### src/rtl/mem_arb_pkg.sv
// Shared types and constants for the two-port RAM arbiter.
// Latency: n/a (declarations only).
// Backpressure: n/a.
// Contents: access tag enum, RAM read/write encodings, default bus widths.
package mem_arb_pkg;

  localparam int ARB_ADDR_W = 16;
  localparam int ARB_DATA_W = 32;

  localparam logic RW_READ  = 1'b0;
  localparam logic RW_WRITE = 1'b1;

  // Identifies which requester owns an access travelling through the pipe.
  typedef enum logic [1:0] {
    TAG_NONE = 2'd0,
    TAG_IF   = 2'd1,
    TAG_D    = 2'd2
  } tag_e;

endpackage

### src/rtl/arb_tag_pipe.sv
// Tracks the owner of each RAM access and steers the returning read data.
// Latency: a tag entered at cycle T shows up as a valid pulse at T+2.
// Backpressure: none; a new tag (or TAG_NONE) enters every cycle.
// Ports:
//   clk, reset      - clock, async active-low clear of both stages
//   tag_i, we_i     - owner of this cycle's grant and its store bit
//   ram_rdata_i     - registered RAM read data, aligned with stage 2
//   if_valid_o/if_rdata_o, d_valid_o/d_rdata_o - per-port responses
module arb_tag_pipe
  import mem_arb_pkg::*;
#(
  parameter int DATA_W = ARB_DATA_W
) (
  input  logic              clk,
  input  logic              reset,
  input  tag_e              tag_i,
  input  logic              we_i,
  input  logic [DATA_W-1:0] ram_rdata_i,
  output logic              if_valid_o,
  output logic [DATA_W-1:0] if_rdata_o,
  output logic              d_valid_o,
  output logic [DATA_W-1:0] d_rdata_o
);

  tag_e tag1_q, tag2_q;
  logic we1_q, we2_q;

  always_ff @(posedge clk or negedge reset) begin
    if (!reset) begin
      tag1_q <= TAG_NONE;
      tag2_q <= TAG_NONE;
      we1_q  <= RW_READ;
      we2_q  <= RW_READ;
    end else begin
      tag1_q <= tag_i;
      we1_q  <= we_i;
      tag2_q <= tag1_q;
      we2_q  <= we1_q;
    end
  end

  assign if_valid_o = (tag2_q == TAG_IF);
  assign d_valid_o  = (tag2_q == TAG_D);

  // Data buses stay at zero outside a response so downstream never sees
  // stale RAM contents; a store acknowledge also returns zero.
  assign if_rdata_o = if_valid_o ? ram_rdata_i : '0;
  assign d_rdata_o  = (d_valid_o && (we2_q == RW_READ)) ? ram_rdata_i : '0;

endmodule

### src/rtl/mem_port_arbiter.sv
// Shares one single-ported RAM between instruction fetch and load/store.
// Latency: grant at T, RAM access at T+1, valid + data at T+2; one access/cycle.
// Backpressure: a requester without a grant must hold req and its inputs;
//   nothing is latched until the grant cycle.
// Optional feature: define MEM_ARB_STARVE_GUARD_EN to let fetch win after
//   STARVE_LIMIT consecutive data grants; otherwise data has strict priority.
// Ports:
//   clk, reset                     - clock, async active-low reset
//   if_req/if_addr -> if_gnt       - fetch request and combinational grant
//   if_valid/if_rdata              - fetch response
//   d_req/d_we/d_addr/d_wdata -> d_gnt - load/store request and grant
//   d_valid/d_rdata                - load data or store acknowledge
//   ram_rw/ram_addr/ram_wdata      - registered RAM command
//   ram_rdata                      - RAM read data (one cycle after access)
module mem_port_arbiter
  import mem_arb_pkg::*;
#(
  parameter int ADDR_W       = ARB_ADDR_W,
  parameter int DATA_W       = ARB_DATA_W,
  parameter int STARVE_LIMIT = 4
) (
  input  logic              clk,
  input  logic              reset,
  input  logic              if_req,
  input  logic [ADDR_W-1:0] if_addr,
  output logic              if_gnt,
  output logic              if_valid,
  output logic [DATA_W-1:0] if_rdata,
  input  logic              d_req,
  input  logic              d_we,
  input  logic [ADDR_W-1:0] d_addr,
  input  logic [DATA_W-1:0] d_wdata,
  output logic              d_gnt,
  output logic              d_valid,
  output logic [DATA_W-1:0] d_rdata,
  output logic              ram_rw,
  output logic [ADDR_W-1:0] ram_addr,
  output logic [DATA_W-1:0] ram_wdata,
  input  logic [DATA_W-1:0] ram_rdata
);

  if (STARVE_LIMIT < 1 || STARVE_LIMIT > 15) begin : g_bad_limit
    $error("mem_port_arbiter: STARVE_LIMIT must be within 1..15");
  end

  // ---------------------------------------------------------------------
  // Arbitration
  // ---------------------------------------------------------------------
  logic starve_fire;

`ifdef MEM_ARB_STARVE_GUARD_EN
  logic [3:0] starve_q, starve_d;

  // Fires only under real contention; a lone fetch wins on its own anyway.
  assign starve_fire = if_req && d_req && (starve_q == 4'(STARVE_LIMIT));

  // Counts data grants that made a waiting fetch wait; since it fires (and
  // clears) at the limit it never needs to saturate.
  always_comb begin
    starve_d = starve_q;
    if (!if_req || if_gnt) begin
      starve_d = '0;
    end else if (d_gnt) begin
      starve_d = starve_q + 4'd1;
    end
  end

  always_ff @(posedge clk or negedge reset) begin
    if (!reset) begin
      starve_q <= '0;
    end else begin
      starve_q <= starve_d;
    end
  end
`else
  assign starve_fire = 1'b0;
`endif

  assign if_gnt = if_req && (!d_req || starve_fire);
  assign d_gnt  = d_req && !if_gnt;

  // ---------------------------------------------------------------------
  // Issue register
  // ---------------------------------------------------------------------
  logic              rw_q, rw_d;
  logic [ADDR_W-1:0] addr_q, addr_d;
  logic [DATA_W-1:0] wdata_q, wdata_d;

  // Idle cycles force a read so a store is never repeated; address and
  // write data simply hold to avoid needless toggling on the RAM pins.
  always_comb begin
    rw_d    = RW_READ;
    addr_d  = addr_q;
    wdata_d = wdata_q;
    if (d_gnt) begin
      rw_d    = d_we ? RW_WRITE : RW_READ;
      addr_d  = d_addr;
      wdata_d = d_wdata;
    end else if (if_gnt) begin
      addr_d  = if_addr;
    end
  end

  // Async reset clears rw immediately, dropping any store already latched.
  always_ff @(posedge clk or negedge reset) begin
    if (!reset) begin
      rw_q    <= RW_READ;
      addr_q  <= '0;
      wdata_q <= '0;
    end else begin
      rw_q    <= rw_d;
      addr_q  <= addr_d;
      wdata_q <= wdata_d;
    end
  end

  assign ram_rw    = rw_q;
  assign ram_addr  = addr_q;
  assign ram_wdata = wdata_q;

  // ---------------------------------------------------------------------
  // Response tagging
  // ---------------------------------------------------------------------
  tag_e win_tag;
  logic win_we;

  always_comb begin
    win_tag = TAG_NONE;
    if (d_gnt) begin
      win_tag = TAG_D;
    end else if (if_gnt) begin
      win_tag = TAG_IF;
    end
  end

  assign win_we = d_gnt && d_we;

  arb_tag_pipe #(
    .DATA_W (DATA_W)
  ) u_tag_pipe (
    .clk         (clk),
    .reset       (reset),
    .tag_i       (win_tag),
    .we_i        (win_we),
    .ram_rdata_i (ram_rdata),
    .if_valid_o  (if_valid),
    .if_rdata_o  (if_rdata),
    .d_valid_o   (d_valid),
    .d_rdata_o   (d_rdata)
  );

endmodule

### config.mk
export PLATFORM = sky130hd
export DESIGN_NAME = mem_port_arbiter
export DESIGN_NICKNAME = d
export VERILOG_FILES = /design/src/rtl/mem_arb_pkg.sv /design/src/rtl/arb_tag_pipe.sv /design/src/rtl/mem_port_arbiter.sv
export SDC_FILE = /design/constraint.sdc
export NUM_CORES = 1
export LEC_CHECK = 0
export CAP_MARGIN = 20
export CORE_ASPECT_RATIO = 1.1
export CORE_MARGIN = 5
export CORE_UTILIZATION = 35
export CTS_CLUSTER_DIAMETER = 60
export DETAILED_ROUTE_END_ITERATION = 10
export MAX_ROUTING_LAYER = met4
export PLACE_DENSITY = 0.95
export SYNTH_ARGS = -nofsm -noshare
export SYNTH_HDL_FRONTEND = slang
export SYNTH_SLANG_ARGS = --single-unit
### constraint.sdc
create_clock -name clk -period 1.7 [get_ports clk]
set_clock_uncertainty 0.15 [all_clocks]
set_input_delay 0.17 -clock clk [delete_from_list [all_inputs] [get_ports clk]]
set_output_delay 0.17 -clock clk [all_outputs]
set_load 0.02 [all_outputs]
# Yosys cells after proc, flatten, opt, wreduce, memory -nomap -nowiden
# Index checks and enable logic that the tools add are counted.
# W data, S select, Z words.
[totals]
in_bits = 101
register_bits = 55
wordCells = 25
[op_classes]
muxes = 8
reduce_logical = 7
n_eq_ne = 2
n_bitwise = 1
[ops]
columns = ["op", "count"]
rows = [
  ["$mux W32", 2],
  ["$mux W16", 2],
  ["$logic_and A1 B1 Y1", 4],
  ["$mux W1", 3],
  ["$eq A2 B1 Y1 const B", 1],
  ["$eq A2 B2 Y1 const B", 1],
  ["$logic_not A1 Y1", 2],
  ["$mux W2", 1],
  ["$reduce_bool A2 Y1", 1],
  ["$not A1 Y1", 1],
]

# Longest topological paths before layout
[depth]
depth_word = 5
depth_mapped = 4
mapped_depth_nobuf = 2

# Cells and area by module
# From an unflattened synthesis, not the netlist that was laid out.
[hier_totals]
hier_cells = 230
area_unflattened_um2 = 2917.8
[by_module_without_submodules]
columns = ["mod", "cells_per_inst", "area_each_um2", "n_inst", "seq_area_each_um2"]
rows = [
  ["mem_port_arbiter", 141, 2004.4, 1, 1226.2],
  ["arb_tag_pipe", 89, 913.4, 1, 150.1],
]

# Least setup slack after synthesis
# Ideal clock, no wire load.
[synth_path]
path_kind = "register -> output"
from = "register u_tag_pipe.tag2_q[1]"
to = "output if_rdata[22]"
n_path_buf = 1
t_required_ns = 1.380
slack_ns = 0.322
path_stages_with_launch = 4
arrival_time_ns = 1.058
path_cell_list = "dfrtp_1 and2b_2 buf_2 and2_1"
[synth_between]
elab_chain_cells = 2
[synth_rtl]
columns = ["item", "line", "text"]
rows = [
  ["from (decl)", "arb_tag_pipe.sv:25", "tag_e tag1_q, tag2_q;"],
  ["from (signal assigned)", "arb_tag_pipe.sv:37", "tag2_q <= tag1_q;"],
  ["$eq A2 B1 Y1", "arb_tag_pipe.sv:42", "assign if_valid_o = (tag2_q == TAG_IF);"],
  ["named net if_valid", "mem_port_arbiter.sv:27", "output logic if_valid,"],
  ["$mux W32", "arb_tag_pipe.sv:47", "assign if_rdata_o = if_valid_o ? ram_rdata_i : '0;"],
  ["to (decl)", "mem_port_arbiter.sv:28", "output logic [DATA_W-1:0] if_rdata,"],
]
# The timed path passes the listed nets, and every way through them passes these cells.

# Worst setup path in the final report
[layout_path]
from = "register u_tag_pipe.tag2_q[0]"
to = "output d_rdata[11]"
[layout_between]
elab_chain_cells = 3
[layout_rtl]
columns = ["item", "line", "text"]
rows = [
  ["$eq A2 B2 Y1", "arb_tag_pipe.sv:43", "assign d_valid_o = (tag2_q == TAG_D);"],
  ["$logic_and A1 B1 Y1", "arb_tag_pipe.sv:48", "assign d_rdata_o = (d_valid_o && (we2_q == RW_READ)) ? ram_rdata_i : '0;"],
  ["$mux W32", "arb_tag_pipe.sv:48", ""],
  ["to (decl)", "mem_port_arbiter.sv:35", "output logic [DATA_W-1:0] d_rdata,"],
]
# No other way between the ends.

==> out/results.ini <==
[finish]
seq_area_um2=1351
drive_above_1_share_pct=40.22
final_nets=545
utilization_pct=71.83
fill_cells=483
area_growth_pct=101.3
diodes=0
multi_input_area_um2=1308

[synth]
synth_top_area_share_pct=51.23
ys_ff_latch=54
synth.avg_cell_area_um2=12.04
yosysTopAreaCell=dfrtp_1
synth_warnings=0
synth_top_family_by_area=multiplexers
async_reset_ff_share_pct=100.0
synth_area_leaders=dfrtp_1 (51%), and2_1 (15%), mux2_4 (9.1%), mux2_2 (6.8%), mux2i_1 (6.1%)
yosysSeqAreaShare_pct=51.23
synth_edf_count=0
synth-compound-area-share_pct=3.036
synth_mux_area_share_pct=22.01
syn-cell-area_um2=2638
yosysMostFrequentCell=and2_1
ys_types=16
synth_common_cells=and2_1 (65), dfrtp_1 (54)
synthXorXnorAreaFrac_pct=0
yosys.area_share.simple_pct=19.21
syn_nets=320
ys.flop_type=dfrtp_1
syn_inst=219
synthAdderAreaFrac_pct=0

[pwr]
p_leak_nw=2.437
p_per_area_nw_per_um2=656.5
swShare_pct=29.03
peakVddDrop_mv=0.5100
internal-power_w=0.002473
comb_power_share_pct=36.4
p_switching_w=0.001012
p_clk_share_pct=21.4
pwr-share-seq_pct=42.2

[clock_tree]
clockRootBuffer=clkbuf_8
cts_tree=done
clk_pin_slew_ns=0.10
clock_latency_ns=0.30
htreeDepth=2
clockBufferDepth=2
cts_buffers=5
cts_sinks=54

[timing]
post-route-period-util_pct=109.8
rsz0062_at_grt=yes
max_freq_ghz=0.5360
holdWs_ns=0.1973
setup_viol=64
slew_violations=0
hold_viol=0
slew_headroom_pct=56.84
tightest_slew_ns=0.6475
min_period_ns=1.866
finalWorstSetupSlack_ns=-0.1658

[critical_path]
endpoint_kind=output pin
r2r_start=ram_wdata[18]
critPathLaunchType=flip-flop
required_ns=1.38
r2r_slack_ns=0.76
r2r_cells=1
endpoint=d_rdata[11]
cp_max_fo=8
r2r_end=ram_wdata[18]
worstSetupPathType=flip-flop to output pin
arrival_ns=1.55
crit_start=u_tag_pipe.tag2_q[0]

[routing]
via_per_inst=4.882
via_count=2597
avgRoutedWirePerCell_um=19.85
drt_wl_total_mm=10.56
ant_nets=0
dr.pass1.iters=4
drc=0
drt_iter0_drc=66

[placement]
dp_hpwl_mm=7.738
routabilityCongestion=0.8801
port_buffers=217
dp_slack_ns=-0.2017

[die]
core_area_um2=7391
dieHeight_um=101.0
fp.dieW_um=92.77
start_util_pct=35.69
ioPinCount=218
fp.dieArea_um2=9374
rows=33

[hold_path]
hold_class=input pin to flip-flop
min_path_cells=2

[global_route]
grt_max_degree=34
grt_usage_pct=20.56
grt_pass1_vias=2692
grt_pass1_wl_mm=14.41
grt_overflow_total=0
antenna_found_initial=0

[job]
max_cap_violations=0

[outcome]
violations=setup timing
status=complete, but fails checks

[power groups by stage]
stage / Sequential, W / Combinational [W] / Clock, W
after CTS: 0.00147 / 0.00122 / 0.000790
after detailed placement: 0.00149 / 0.00116 / 0
final: 0.00147 / 0.00127 / 0.000746
after global placement: 0.00148 / 0.00113 / 0
after floorplan: 0.00163 / 0.000339 / 0
after global routing: 0.00149 / 0.00133 / 0.000838
[flip-flops by register name (all words and copies together) (netlist names)]
name / count
ram_wdata: 32
u_tag_pipe.we2_q: 1
u_tag_pipe.tag2_q: 2
u_tag_pipe.tag1_q: 2
ram_rw: 1
ram_addr: 16
[cells in the final DEF (no fill, tap or decap)]
| cell type | n |
|---|---|
| clkbuf_1 | 1 |
| buf_16 | 1 |
| and2b_2 | 1 |
| buf_6 | 63 |
| buf_2 | 7 |
| mux2_4 | 16 |
| buf_4 | 6 |
| clkbuf_8 | 6 |
| clkbuf_16 | 2 |
| nor3b_4 | 1 |
| and2_1 | 9 |
| mux2_2 | 16 |
| nor2b_1 | 2 |
| inv_6 | 1 |
| and2_4 | 56 |
| nand2_1 | 16 |
| dlygate4sd2_1 | 2 |
| buf_12 | 3 |
| dfrtp_1 | 54 |
| mux2i_1 | 16 |
| o21ai_0 | 16 |
| clkdlybuf4s50_1 | 148 |
| dlygate4sd3_1 | 2 |
[cell type report]
cell class / instances / area share [%]
Timing Repair Buffer: 234 / 46.08
Clock inverter: 1 / 0.1650
Sequential cell: 54 / 25.45
Multi-Input combinational cell: 149 / 24.63
Clock buffer: 7 / 1.626
Tap cell: 87 / 2.050
[routing by layer]
layer | global-route usage [%] | wire, um | up-vias
li1 | - | - | 1167
met1 | 20.31 | 3667 | 1271
met2 | 38.28 | 5783 | 143
met3 | 6.199 | 875 | 16
met4 | 6.764 | 235 | 0
met5 | - | 0 | -
[timing repair]
| item | 4_1_cts | 5_1_grt |
|---|---|---|
| hold endpoints to repair | 28 | 0 |
| hold buffers | 2 | 0 |
| endpoints found under the setup margin | 67 | 64 |
| resized for setup | 366 | 78 |
| setup buffers | 2 | 1 |
| pin swaps | 5 | 29 |
| cloned | 2 | 4 |
[cell families after synthesis]
family / count (synthesis)
mux: 48
compound gates: 16
buf+inv: 16
flops: 54
simple gates: 85
[per-stage QoR]
step | power [W] | cells | setup TNS (ns) | cell area (um^2)
2_1_floorplan | 0.001968 | 219 | 0 | 2638
3_3_place_gp | 0.002616 | 514 | -7.934 | 4880
3_5_place_dp | 0.002652 | 514 | -9.724 | 4880
4_1_cts | 0.003485 | 528 | -5.105 | 5037
5_1_grt | 0.003655 | 532 | -9.740 | 5309
6_report | 0.003485 | 532 | -6.467 | 5309
[critical path, cell delays in order (launching register included)]
cell,delay [ns]
dfrtp_1,0.43
nor3b_4,0.23
buf_4,0.16
buf_6,0.13
and2_1,0.14
buf_4,0.14
[worst min path at each step]
stage | startpoint | end | slack (ns)
2_1_floorplan | reset | ram_addr[0] | -0.28
5_1_grt | d_req | u_tag_pipe.tag1_q[1] | 0.20
4_1_cts | d_req | u_tag_pipe.tag1_q[1] | 0.19
6_report | d_req | u_tag_pipe.tag1_q[1] | 0.20
3_3_place_gp | reset | ram_wdata[22] | 0.07
3_5_place_dp | reset | ram_wdata[21] | 0.08
Note: power is estimated with default switching activity, not from simulation.
